[src/rtl/mic1_mmio_console.sv]
// mic1_mmio_console: memory-mapped character I/O between the mic1 data port
// and main_memory. NUM_CH channels, each with an RX FIFO (external -> CPU),
// a TX FIFO (CPU -> external) and a status register with sticky error flags.
// Channel k: DATA at IO_BASE-2k, STATUS at IO_BASE-2k-1; all other addresses
// pass through to main_memory.
// Ports:
//   clk, reset                 clock, synchronous active-high reset
//   run                        CPU strobes are ignored while low
//   mem_read/mem_write         core strobes; mem_addr/mem_wdata/mem_rdata
//   mem_read_mem/mem_write_mem strobes forwarded to main_memory (0 on I/O hit)
//   mem_rdata_mem              main_memory read data
//   rx_data/rx_valid/rx_ready  per-channel inbound stream
//   tx_data/tx_valid/tx_ready  per-channel outbound stream
module mic1_mmio_console #(
  parameter int unsigned NUM_CH     = 2,
  parameter int unsigned FIFO_DEPTH = 4,
  parameter int unsigned CHAR_W     = 8,
  parameter logic [31:0] IO_BASE    = 32'hFFFFFFFD
) (
  input  logic                     clk,
  input  logic                     reset,
  input  logic                     run,
  input  logic                     mem_read,
  input  logic                     mem_write,
  input  logic [31:0]              mem_addr,
  input  logic [31:0]              mem_wdata,
  output logic [31:0]              mem_rdata,
  output logic                     mem_read_mem,
  output logic                     mem_write_mem,
  input  logic [31:0]              mem_rdata_mem,
  input  logic [NUM_CH*CHAR_W-1:0] rx_data,
  input  logic [NUM_CH-1:0]        rx_valid,
  output logic [NUM_CH-1:0]        rx_ready,
  output logic [NUM_CH*CHAR_W-1:0] tx_data,
  output logic [NUM_CH-1:0]        tx_valid,
  input  logic [NUM_CH-1:0]        tx_ready
);

  localparam int unsigned AW = $clog2(FIFO_DEPTH);
  localparam int unsigned CW = AW + 1;

  logic              rd_en, wr_en, io_hit;
  logic [NUM_CH-1:0] data_hit, stat_hit;
  logic [NUM_CH-1:0] rx_full, rx_empty, tx_full, tx_empty;
  logic [NUM_CH-1:0] rx_push, rx_pop, tx_push, tx_pop;
  logic [NUM_CH-1:0] rx_ovf, tx_drop;

  logic [AW-1:0]     rx_wptr [NUM_CH];
  logic [AW-1:0]     rx_rptr [NUM_CH];
  logic [AW-1:0]     tx_wptr [NUM_CH];
  logic [AW-1:0]     tx_rptr [NUM_CH];
  logic [CW-1:0]     rx_count [NUM_CH];
  logic [CW-1:0]     tx_count [NUM_CH];
  logic [CHAR_W-1:0] rx_mem [NUM_CH][FIFO_DEPTH];
  logic [CHAR_W-1:0] tx_mem [NUM_CH][FIFO_DEPTH];

  logic              io_sel_q;
  logic [31:0]       io_rdata_q, io_rdata;

  // Only the low CHAR_W bits of write data are stored.
  logic unused_wdata;
  assign unused_wdata = ^mem_wdata;

  // A simultaneous write wins; the read is dropped.
  assign rd_en = run & mem_read & ~mem_write;
  assign wr_en = run & mem_write;

  always_comb begin
    data_hit = '0;
    stat_hit = '0;
    for (int unsigned k = 0; k < NUM_CH; k++) begin
      data_hit[k] = (mem_addr == IO_BASE - 32'(2 * k));
      stat_hit[k] = (mem_addr == IO_BASE - 32'(2 * k + 1));
    end
  end

  assign io_hit        = |{data_hit, stat_hit};
  assign mem_read_mem  = mem_read  & ~io_hit;
  assign mem_write_mem = mem_write & ~io_hit;
  assign mem_rdata     = io_sel_q ? io_rdata_q : mem_rdata_mem;

  always_comb begin
    tx_data  = '0;
    io_rdata = '0;
    for (int unsigned k = 0; k < NUM_CH; k++) begin
      rx_full[k]  = (rx_count[k] == CW'(FIFO_DEPTH));
      rx_empty[k] = (rx_count[k] == '0);
      tx_full[k]  = (tx_count[k] == CW'(FIFO_DEPTH));
      tx_empty[k] = (tx_count[k] == '0);
      // Fullness is the registered count: a same-cycle CPU pop does not
      // open room for an incoming character.
      rx_push[k]  = rx_valid[k] & ~rx_full[k];
      rx_pop[k]   = rd_en & data_hit[k] & ~rx_empty[k];
      tx_push[k]  = wr_en & data_hit[k] & ~tx_full[k];
      tx_pop[k]   = tx_ready[k] & ~tx_empty[k];
      tx_data[k*CHAR_W +: CHAR_W] = tx_mem[k][tx_rptr[k]];
      if (data_hit[k] && !rx_empty[k])
        io_rdata = 32'(rx_mem[k][rx_rptr[k]]);
      if (stat_hit[k])
        io_rdata = {28'b0, tx_drop[k], rx_ovf[k], tx_full[k], ~rx_empty[k]};
    end
  end

  assign rx_ready = ~rx_full;
  assign tx_valid = ~tx_empty;

  always_ff @(posedge clk) begin
    if (reset) begin
      io_sel_q   <= 1'b0;
      io_rdata_q <= '0;
      rx_ovf     <= '0;
      tx_drop    <= '0;
      for (int unsigned k = 0; k < NUM_CH; k++) begin
        rx_wptr[k]  <= '0;
        rx_rptr[k]  <= '0;
        tx_wptr[k]  <= '0;
        tx_rptr[k]  <= '0;
        rx_count[k] <= '0;
        tx_count[k] <= '0;
        for (int unsigned i = 0; i < FIFO_DEPTH; i++) begin
          rx_mem[k][i] <= '0;
          tx_mem[k][i] <= '0;
        end
      end
    end else begin
      io_sel_q   <= rd_en & io_hit;
      io_rdata_q <= io_rdata;
      for (int unsigned k = 0; k < NUM_CH; k++) begin
        if (rx_push[k]) begin
          rx_mem[k][rx_wptr[k]] <= rx_data[k*CHAR_W +: CHAR_W];
          rx_wptr[k]            <= rx_wptr[k] + AW'(1);
        end
        if (rx_pop[k])
          rx_rptr[k] <= rx_rptr[k] + AW'(1);
        rx_count[k] <= rx_count[k] + CW'(rx_push[k]) - CW'(rx_pop[k]);

        if (tx_push[k]) begin
          tx_mem[k][tx_wptr[k]] <= mem_wdata[CHAR_W-1:0];
          tx_wptr[k]            <= tx_wptr[k] + AW'(1);
        end
        if (tx_pop[k])
          tx_rptr[k] <= tx_rptr[k] + AW'(1);
        tx_count[k] <= tx_count[k] + CW'(tx_push[k]) - CW'(tx_pop[k]);

        // Sticky flags: a set in the same cycle as a STATUS read survives.
        rx_ovf[k]  <= (rx_valid[k] & rx_full[k]) |
                      (rx_ovf[k] & ~(rd_en & stat_hit[k]));
        tx_drop[k] <= (wr_en & data_hit[k] & tx_full[k]) |
                      (tx_drop[k] & ~(rd_en & stat_hit[k]));
      end
    end
  end

endmodule

[config.mk]
export PLATFORM = sky130hd
export DESIGN_NAME = mic1_mmio_console
export DESIGN_NICKNAME = d
export VERILOG_FILES = /design/src/rtl/mic1_mmio_console.sv
export SDC_FILE = /design/constraint.sdc
export NUM_CORES = 1
export LEC_CHECK = 0
export ABC_AREA = 1
export ABC_CLOCK_PERIOD_IN_PS = 3200
export CAP_MARGIN = 0
export CORE_ASPECT_RATIO = 1.25
export CORE_MARGIN = 8
export CORE_UTILIZATION = 53
export CTS_BUF_LIST = sky130_fd_sc_hd__clkbuf_4
export CTS_CLUSTER_DIAMETER = 40
export DETAILED_ROUTE_END_ITERATION = 12
export PLACE_DENSITY = 0.86
export SLEW_MARGIN = 20
export SYNTH_ARGS = -nofsm -noshare
export SYNTH_HDL_FRONTEND = slang
export SYNTH_SLANG_ARGS = --single-unit
[constraint.sdc]
create_clock -name clk -period 3.2 [get_ports clk]
set_clock_uncertainty 0.2 [all_clocks]
set_input_delay 0.64 -clock clk [delete_from_list [all_inputs] [get_ports clk]]
set_output_delay 0.64 -clock clk [all_outputs]
set_load 0.02 [all_outputs]
==> results.yml, run 1 <==
outcome:
  status: "finished clean"
layout:
  final_cell_mix: "nor2_1, clkdlybuf4s50_1, edfxtp_1"
  syn_to_final_growth_pct: 27.9
  seq_area_um2: 4830
  multi_input_area_um2: 2930
  final_util_pct: 68.7
  layout_commonest_cell: "nor2_1"
  fill_cells: 1192
  drive_gt1_share_pct: 10.6
  nets: 1238
timing:
  finalSetupViolations: 0
  fin_hold_ws_ns: 0.287
  fmax_ghz: 0.325
  slew_violations: 0
  period_minus_slack_ns: 3.08
  period_share_pct: 96.2
  worst_slew_pin_slew_ns: 0.633
  hold_viol_final: 0
  slew-limit-headroom_pct: 57.4
setup_path:
  crit_type: "reg -> out"
  arrival_ns: 2.24
  reg2reg_slack_ns: 0.80
  crit_required_ns: 2.36
  critPathMaxFanout: 14
  crit_path_start_kind: "register"
  endpoint_kind: "primary output"
synth:
  synth_top_area_share_pct: 51.9
  ys_warn_count: 0
  synth_area_um2: 8330
  synth.distinct_cells: 31
  synth_top_area_cell: "edfxtp_1"
  synthTopCellsByArea: "edfxtp_1, nor2_1, dfxtp_1, inv_1, nand2_1"
  synth_nets: 1052
  ys_ff_latch: 169
  synth-seq-area-share_pct: 57.9
  synth_area_per_cell_um2: 9.22
  synthCells: 903
flow_run:
  drv_cap: 0
detailed_routing:
  drt-initial-drc-count: 483
  final_antenna_net_count: 0
  avgViaCountPerCell: 5.03
  avgRoutedWirePerCell_um: 15.5
  drtPass1Iterations: 5
  vias: 6628
  drc: 0
  routed_wl_um: 20400
floorplan:
  coreArea_um2: 15500
  die_y_um: 156
  initial_core_util_pct: 53.7
  dieArea_um2: 20000
  fp.dieW_um: 128
  io_pins: 175
  row_count: 51
clocking:
  clk_latency_ns: 0.56
  numCtsBuffers: 17
  cts.clk_slew.worst_paths_ns: 0.12
  clock_path_buffers: 2
  htree_levels: 4
  cts_tree: "built"
  cts_sinks: 169
  root_buffer: "clkbuf_4"
  cts_hold_buffers: 0
power:
  power.density_nw_per_um2: 517
  switching_share_pct: 31.7
  power_switching_mw: 1.75
  combPwrFrac_pct: 29.9
  irDropWorstVdd_v: 0.000393
  clock_power_share_pct: 21.7
  intPower_mw: 3.77
  sequentialPowerShare_pct: 48.4
  leakagePower_nw: 4.66
global_route:
  first_global_vias: 6777
  grt_pass1_wl_um: 32400
  antenna_found_initial: 1
  overflow: 0
  grt.total_usage_pct: 20.8
  grt_max_degree: 20
placement:
  hpwl_um: 15600
  place.gp.congestion: 0.868
  port-buffer-count: 150
hold_path:
  hold_path.class: "reg -> reg"
## power groups by stage
| stage | logic [mW] | clock network [mW] | registers, mW |
|---|---|---|---|
| after global placement | 1.54 | 0 | 2.70 |
| after global routing | 1.81 | 1.31 | 2.69 |
| after floorplan | 0.940 | 0 | 2.67 |
| after detailed placement | 1.60 | 0 | 2.72 |
| final | 1.65 | 1.20 | 2.67 |
| after CTS | 1.61 | 1.20 | 2.67 |
## through the flow
stage / setup WS (ns) / instances / power, mW / setup TNS (ns) / cell area [um2]
2_1_floorplan: 0.437 / 903 / 3.61 / 0 / 8330
3_3_place_gp: -0.111 / 1278 / 4.24 / -0.338 / 10300
3_5_place_dp: -0.125 / 1278 / 4.31 / -1.96 / 10300
4_1_cts: 0.0561 / 1309 / 5.48 / 0 / 10600
5_1_grt: -0.0552 / 1318 / 5.80 / -0.0552 / 10700
6_report: 0.120 / 1318 / 5.51 / 0 / 10700
## worst paths after layout
kind                                      end  cells after the start      startpoint
worst max register to register  rx_mem[1][30]                      8  rx_count[0][4]
worst max-delay path               tx_data[7]                      5   tx_rptr[0][0]
worst min-delay path            io_rdata_q[3]                      2      tx_drop[1]
worst min register to register  io_rdata_q[3]                      2      tx_drop[1]
## cell families after synthesis
kind of cell | synth area share, %
buffers and inverters | 6.96
flip-flops | 57.9
XOR/XNOR | 0.421
AND/OR/NAND/NOR | 21.8
AO/OA/AOI/OAI | 7.26
adder cells (fa/ha/maj) | 4.57
multiplexers | 1.08
## registers in the layout, indices dropped and copies added (netlist names)
name and count:
rx_wptr 4, io_rdata_q 8, tx_mem 64, tx_rptr 4, rx_count 6, rx_mem 64, io_sel_q 1, tx_drop 2
rx_ovf 2, tx_wptr 4, tx_count 6, rx_rptr 4
## layout make-up
type / instances / area share, %
Clock inverter: 9 / 0.951
Multi-Input combinational cell: 583 / 27.5
Clock buffer: 22 / 1.55
Sequential cell: 169 / 45.3
Timing Repair Buffer: 192 / 17.6
Antenna cell: 5 / 0.117
Tap cell: 212 / 2.49
Inverter: 126 / 4.57
## layer usage
metal  routed length, um  vias to the layer above  track usage (%)
met5                   0                        -                0
met4                 662                        0             9.88
met1                7430                     3071             20.9
li1                    -                     3303                -
met2               11200                      206             39.1
met3                1140                       48             5.34
## synthesized netlist by cell type
cell type / instances
fa_1: 4
nand3_1: 21
inv_1: 122
clkbuf_1: 15
buf_2: 5
and2_1: 2
clkinv_4: 1
a21oi_1: 14
inv_2: 2
nor2_2: 3
nor2_4: 6
o22ai_1: 28
nand2_1: 113
xor2_1: 2
xnor2_1: 2
o32ai_1: 1
or2_2: 1
edfxtp_1: 144
nor2_1: 259
mux2_2: 8
dfxtp_1: 25
buf_1: 5
o21ai_0: 67
nor3_1: 1
nand4_1: 6
nand2_4: 8
nand2_2: 9
ha_1: 24
nand3_2: 2
a21boi_0: 2
clkinv_2: 1
## repair_timing
action,4_1_cts,5_1_grt
setup buffers,0,4
setup endpoints to repair,3,15
gates resized for setup,3,6
## worst max-delay path, stage by stage (launching register included)
cell	delay, ns
edfxtp_1	0.46
clkinvlp_4	0.24
buf_4	0.15
nor2_1	0.03
o22ai_1	0.18
clkdlybuf4s50_1	0.63
No activity file was read; power rests on OpenSTA's default activity.
==> run 2, diff against run 1 <==
- SLEW_MARGIN: 20 -> not set
==> results of run 2 <==
Same layout as run 1: the final DEF is identical, and so are final timing and power.
==> run 3, diff against run 2 <==
- CAP_MARGIN: 0 -> 15
==> results of run 3 <==
Same layout as run 1: the final DEF is identical, and so are final timing and power.
